### src/rtl/gate_exerciser.sv
// Drives a 2-input gate through {a,b}=00,01,10,11, samples y after a settle time and checks it against EXP_TT.
// Optional macro GATE_EXERCISER_SYNC_EN: 2-flop synchroniser on dut_y and two extra settle edges per vector.
module gate_exerciser #(
    parameter int unsigned SETTLE_CYCLES = 2,
    parameter logic [3:0]  EXP_TT        = 4'b1000,
    parameter int unsigned ERR_W         = 4
) (
    input  logic             clk,
    input  logic             rst_n,
    input  logic             start,
    input  logic             abort,
    input  logic             dut_y,
    output logic             dut_a,
    output logic             dut_b,
    output logic             busy,
    output logic             done,
    output logic             pass,
    output logic [ERR_W-1:0] err_count,
    output logic [3:0]       fail_vec
);

    typedef enum logic [1:0] {
        ST_IDLE,
        ST_SETTLE,
        ST_SAMPLE,
        ST_DONE
    } state_t;

`ifdef GATE_EXERCISER_SYNC_EN
    localparam int unsigned SETTLE_LEN = SETTLE_CYCLES + 2;
`else
    localparam int unsigned SETTLE_LEN = SETTLE_CYCLES;
`endif
    localparam logic [8:0] SETTLE_LAST = 9'(SETTLE_LEN - 1);

    state_t           r_state;
    state_t           w_state_next;
    logic [1:0]       r_idx;
    logic [1:0]       w_idx_next;
    logic [8:0]       r_cnt;
    logic [8:0]       w_cnt_next;
    logic [1:0]       r_ab;
    logic [1:0]       w_ab_next;
    logic             r_busy;
    logic             w_busy_next;
    logic             r_done;
    logic             w_done_next;
    logic             r_pass;
    logic             w_pass_next;
    logic [ERR_W-1:0] r_err;
    logic [ERR_W-1:0] w_err_next;
    logic [ERR_W-1:0] w_err_upd;
    logic [3:0]       r_fail;
    logic [3:0]       w_fail_next;
    logic [3:0]       w_fail_upd;
    logic             w_y;
    logic             w_mismatch;

`ifdef GATE_EXERCISER_SYNC_EN
    logic [1:0] r_sync;

    always_ff @(posedge clk or negedge rst_n) begin
        if (!rst_n) begin
            r_sync <= 2'b00;
        end else begin
            r_sync <= {r_sync[0], dut_y};
        end
    end

    assign w_y = r_sync[1];
`else
    assign w_y = dut_y;
`endif

    // Case-inequality so an X/Z output from the gate is reported, not silently accepted.
    assign w_mismatch = (w_y !== EXP_TT[r_idx]);
    assign w_err_upd  = (w_mismatch && (r_err != '1)) ? r_err + ERR_W'(1) : r_err;

    genvar gi;
    generate
        for (gi = 0; gi < 4; gi++) begin : g_fail
            assign w_fail_upd[gi] = r_fail[gi] | (w_mismatch && (r_idx == 2'(gi)));
        end
    endgenerate

    always_comb begin
        w_state_next = r_state;
        w_idx_next   = r_idx;
        w_cnt_next   = r_cnt;
        w_ab_next    = r_ab;
        w_busy_next  = r_busy;
        w_done_next  = 1'b0;
        w_pass_next  = r_pass;
        w_err_next   = r_err;
        w_fail_next  = r_fail;
        case (r_state)
            ST_IDLE: begin
                if (start) begin
                    w_state_next = ST_SETTLE;
                    w_idx_next   = 2'd0;
                    w_cnt_next   = '0;
                    w_ab_next    = 2'b00;
                    w_busy_next  = 1'b1;
                    w_pass_next  = 1'b0;
                    w_err_next   = '0;
                    w_fail_next  = 4'b0000;
                end
            end
            ST_SETTLE, ST_SAMPLE: begin
                if (abort) begin
                    // Partial err_count/fail_vec are kept for post-mortem; the pending sample is dropped.
                    w_state_next = ST_IDLE;
                    w_cnt_next   = '0;
                    w_ab_next    = 2'b00;
                    w_busy_next  = 1'b0;
                    w_pass_next  = 1'b0;
                end else if (r_state == ST_SETTLE) begin
                    if (r_cnt == SETTLE_LAST) begin
                        w_cnt_next   = '0;
                        w_state_next = ST_SAMPLE;
                    end else begin
                        w_cnt_next = r_cnt + 9'd1;
                    end
                end else begin
                    w_err_next  = w_err_upd;
                    w_fail_next = w_fail_upd;
                    if (r_idx == 2'd3) begin
                        w_state_next = ST_DONE;
                        w_busy_next  = 1'b0;
                        w_done_next  = 1'b1;
                        w_pass_next  = (w_err_upd == '0);
                    end else begin
                        w_idx_next   = r_idx + 2'd1;
                        w_ab_next    = r_idx + 2'd1;
                        w_state_next = ST_SETTLE;
                    end
                end
            end
            ST_DONE: begin
                w_state_next = ST_IDLE;
                w_ab_next    = 2'b00;
            end
            default: begin
                w_state_next = ST_IDLE;
            end
        endcase
    end

    always_ff @(posedge clk or negedge rst_n) begin
        if (!rst_n) begin
            r_state <= ST_IDLE;
            r_idx   <= 2'd0;
            r_cnt   <= '0;
            r_ab    <= 2'b00;
            r_busy  <= 1'b0;
            r_done  <= 1'b0;
            r_pass  <= 1'b0;
            r_err   <= '0;
            r_fail  <= 4'b0000;
        end else begin
            r_state <= w_state_next;
            r_idx   <= w_idx_next;
            r_cnt   <= w_cnt_next;
            r_ab    <= w_ab_next;
            r_busy  <= w_busy_next;
            r_done  <= w_done_next;
            r_pass  <= w_pass_next;
            r_err   <= w_err_next;
            r_fail  <= w_fail_next;
        end
    end

    assign dut_a     = r_ab[1];
    assign dut_b     = r_ab[0];
    assign busy      = r_busy;
    assign done      = r_done;
    assign pass      = r_pass;
    assign err_count = r_err;
    assign fail_vec  = r_fail;

endmodule

### config.mk
export PLATFORM = sky130hd
export DESIGN_NAME = gate_exerciser
export DESIGN_NICKNAME = d
export VERILOG_FILES = /design/src/rtl/gate_exerciser.sv
export SDC_FILE = /design/constraint.sdc
export NUM_CORES = 1
export LEC_CHECK = 0
export CAP_MARGIN = 20
export CORE_UTILIZATION = 35
export DETAILED_ROUTE_END_ITERATION = 10
export PLACE_DENSITY = 0.61
export SLEW_MARGIN = 40
export SYNTH_ARGS = -nofsm -noshare
export SYNTH_HDL_FRONTEND = slang
export SYNTH_SLANG_ARGS = --single-unit
### constraint.sdc
create_clock -name clk -period 1.6 [get_ports clk]
set_input_delay 0.4 -clock clk [delete_from_list [all_inputs] [get_ports clk]]
set_output_delay 0.4 -clock clk [all_outputs]
set_load 0.05 [all_outputs]
==> reports/results.tsv <==
stage	metric	value	unit
status	status	finished, violations left	
status	violations	negative setup slack	
cts	cts_tree	yes	
synth	synth_xor_area_share	3.471	%
routing	wl_per_cell	15.30	µm
sta	period_share	104.7	%
finish	final_nets	230	
synth	synth_fa_ha_area_share	9.917	%
worst_setup_path	rr_worst_depth	6	
sta	rsz0062_at_grt	true	
synth	synthArstFlopShare	100.0	%
finish	antennaDiodeCount	0	
routing	viasPerCell	5.206	
routing	postRouteWirelength	4008	µm
worst_hold_path	hold_class	in -> async	
sta	drv_slew	0	
worst_setup_path	slowest_delay	0.43	ns
finish	fill_cells	330	
synth	ys_ff_latch	26	
floorplan	io_pins	18	
synth	yosysWarnings	0	
cts	root_buffer	clkbuf_8	
sta	fin_ws	-0.07583	ns
worst_setup_path	required	1.81	ns
sta	tightest_slew	0.4090	ns
grt	grt_first_pass_wirelength	6437	µm
routing	drt-pass1-iter-count	4	
synth	yosysTopAreaCell	dfrtp_1	
job	drv_cap	0	
power_and_ir_drop	ir_drop	1.062	mV
worst_setup_path	cp_max_fo	7	
synth	synth-compound-area-share	13.55	%
sta	max_clock_freq	596.7	MHz
grt	grt_max_degree	27	
sta	min_period	1.676	ns
synth	synth_simple_gate_area_share	23.80	%
floorplan	dieArea	4593	µm²
routing	drt_iter0_drc	76	
synth	synth_top_family_by_area	simple AND/OR/NAND/NOR gates	
synth	synth_ff_type	dfrtp_1	
synth	synth_commonest_cells	dfrtp_1 (26), nor2_1 (17), ha_1 (12)	
routing	num_vias	1364	
synth	synth_cell_types	37	
cts	cts_made_buffers	3	
power_and_ir_drop	power	5.013	mW
sta	skew	0.01279	ns
worst_setup_path	cp_cell_sequence	inv_2 -> ha_4 -> nand2b_4 -> or3_4 -> nor3b_2 -> a21o_1	
cts	holdBufCountCts	0	
worst_setup_path	crit_buf_inv	1	
synth	synthCells	154	
placement	dp_hpwl	2694	µm
sta	hold_violations	0	
floorplan	coreArea	4086	µm²
synth	syn_avg_cell_area	9.831	µm²
worst_setup_path	start_kind	flop	
cts	clk_pin_slew	0.10	ns
grt	grt_pass1_vias	1430	
cts	cts_max_path_buffers	2	
synth	synth.top_cell.area_share	42.98	%
sta	relSlewSlack	72.48	%
cts	clkLatencyLatePin	0.28	ns
finish	final_layout_size_suffix_gt1_share	45.75	%
power_and_ir_drop	p_leak	1.097	nW
grt	grt_overflow	0	
sta	finalSetupTns	-0.6413	ns
floorplan	die_h	67.77	µm
grt	antenna_found_initial	0	
grt	track_usage	18.74	%
synth	synth_edf_count	0	
power_and_ir_drop	power.density	2001	nW/µm²
synth	synth.most_common_cell	dfrtp_1	
worst_setup_path	path_class	reg -> reg	
synth	syn_area	1514	µm²
synth	synth_top_cells_by_area	dfrtp_1 (43%), ha_1 (9.9%), nor2_1 (4.2%)	
floorplan	initial_core_util	37.05	%
placement	gp_congestion	0.8422	
synth	synth.net_count	171	
worst_setup_path	critPathCaptureType	flop	
worst_setup_path	crit_family	simple AND/OR/NAND/NOR gates	
finish	instances_no_fill	262	
placement	place_ws	-0.3863	ns
routing	ant_nets	0	
floorplan	num_rows	23	
placement	placedCellCount	253	
floorplan	die_x	67.77	µm
routing	drc	0	
placement	port_buffers	17	
worst_setup_path	crit_arrival	1.89	ns
synth	yosysSeqAreaShare	42.98	%
cts	clkSinkCount	26	
synth	muxShareOfSynthArea	3.140	%
worst_setup_path	cp_slowest_cell	or3_4	
cts	htree_levels	1	
sta	setup_viol	14	
worst_setup_path	crit_cells	6	
finish	area_growth	65.45	%
[report_power, final]
group	internal (mW)	switching (mW)	total [mW]	leakage (nW)
Combinational	1.77	1.75	3.52	0.709
Sequential	0.806	0.135	0.941	0.353
Clock	0.335	0.219	0.554	0.0357
Total	2.91	2.11	5.01	1.10
[registers in the layout, summed over array words and instances, names as in the netlist]
register   flops
r_cnt          9
err_count      4
fail_vec       4
r_ab           2
r_idx          2
r_state        2
busy           1
done           1
pass           1
[placed cells by master, fill, tap and decap left out, drive strengths merged, types with 3 or more instances in the layout]
cell type and n:
buf 53, dfrtp 26, nor2 17, ha 12, a21oi 10, o21ai 10, nand2 9, inv 8
nand3 7, xnor2 5, nor3 5, nand2b 4, nor4 4, nor4b 3, mux2 3, a21o 3
clkbuf 3, nor2b 3, o21bai 3
[path summary, 6_finish.rpt]
| kind | startpoint | endpoint | slack [ns] |
|---|---|---|---|
| setup / recovery | r_state[0] | err_count[0] | -0.08 |
| hold / removal | rst_n | r_state[0] | 0.48 |
| setup reg to reg | r_state[0] | err_count[0] | -0.08 |
| hold reg to reg | r_ab[1] | r_ab[1] | 0.56 |
| max in group asynchronous | rst_n | err_count[2] | 0.86 |
| min in group clk | r_ab[1] | r_ab[1] | 0.56 |
[per-layer routing]
layer | vias up | wire length [µm] | global-route usage (%)
met3 | 4 | 144 | 4.730
met1 | 666 | 1736 | 22.10
met5 | - | 0 | 0
li1 | 663 | - | -
met4 | 0 | 47 | 4.688
met2 | 31 | 2079 | 33.54
[layout make-up]
| class | instances | area [µm²] | area share [%] |
|---|---|---|---|
| tap | 50 | 62.56 | 2.498 |
| multi-input combinational | 117 | 1065 | 42.51 |
| clock buffer | 3 | 41.29 | 1.648 |
| clock inverter | 1 | 30.03 | 1.199 |
| timing repair buffer | 57 | 625.6 | 24.98 |
| sequential | 26 | 650.6 | 25.97 |
| inverter | 8 | 30.03 | 1.199 |
[worst register-to-register path, stage by stage (launching register included)]
cell      delay (ns)
dfrtp_1         0.40
inv_2           0.07
ha_4            0.33
nand2b_4        0.08
or3_4           0.43
nor3b_2         0.20
a21o_1          0.10
[metrics by stage]
step	utilization (%)	hold slack [ns]	cell area, µm²
after floorplan	-	0.1044	1549
after global placement	52.54	0.5290	2147
after detailed placement	52.54	0.5351	2147
after CTS	57.96	0.4912	2369
after global routing	61.30	0.5254	2505
final	61.30	0.4774	2505
[logic make-up (layout without fill, tap and decap cells)]
| family | Yosys count | count (layout) |
|---|---|---|
| AO/OA/AOI/OAI | 33 | 33 |
| XOR/XNOR | 6 | 6 |
| adder cells (fa/ha/maj) | 12 | 12 |
| buffers and inverters | 11 | 69 |
| flip-flops | 26 | 26 |
| multiplexers | 4 | 4 |
| AND/OR/NAND/NOR | 62 | 62 |
[repair_timing]
action                     4_1_cts  5_1_grt
pin swaps                       13       15
setup buffers                    3        2
setup endpoints to repair       25       25
resized for setup               27       24
(Power assumes the default switching activity.)
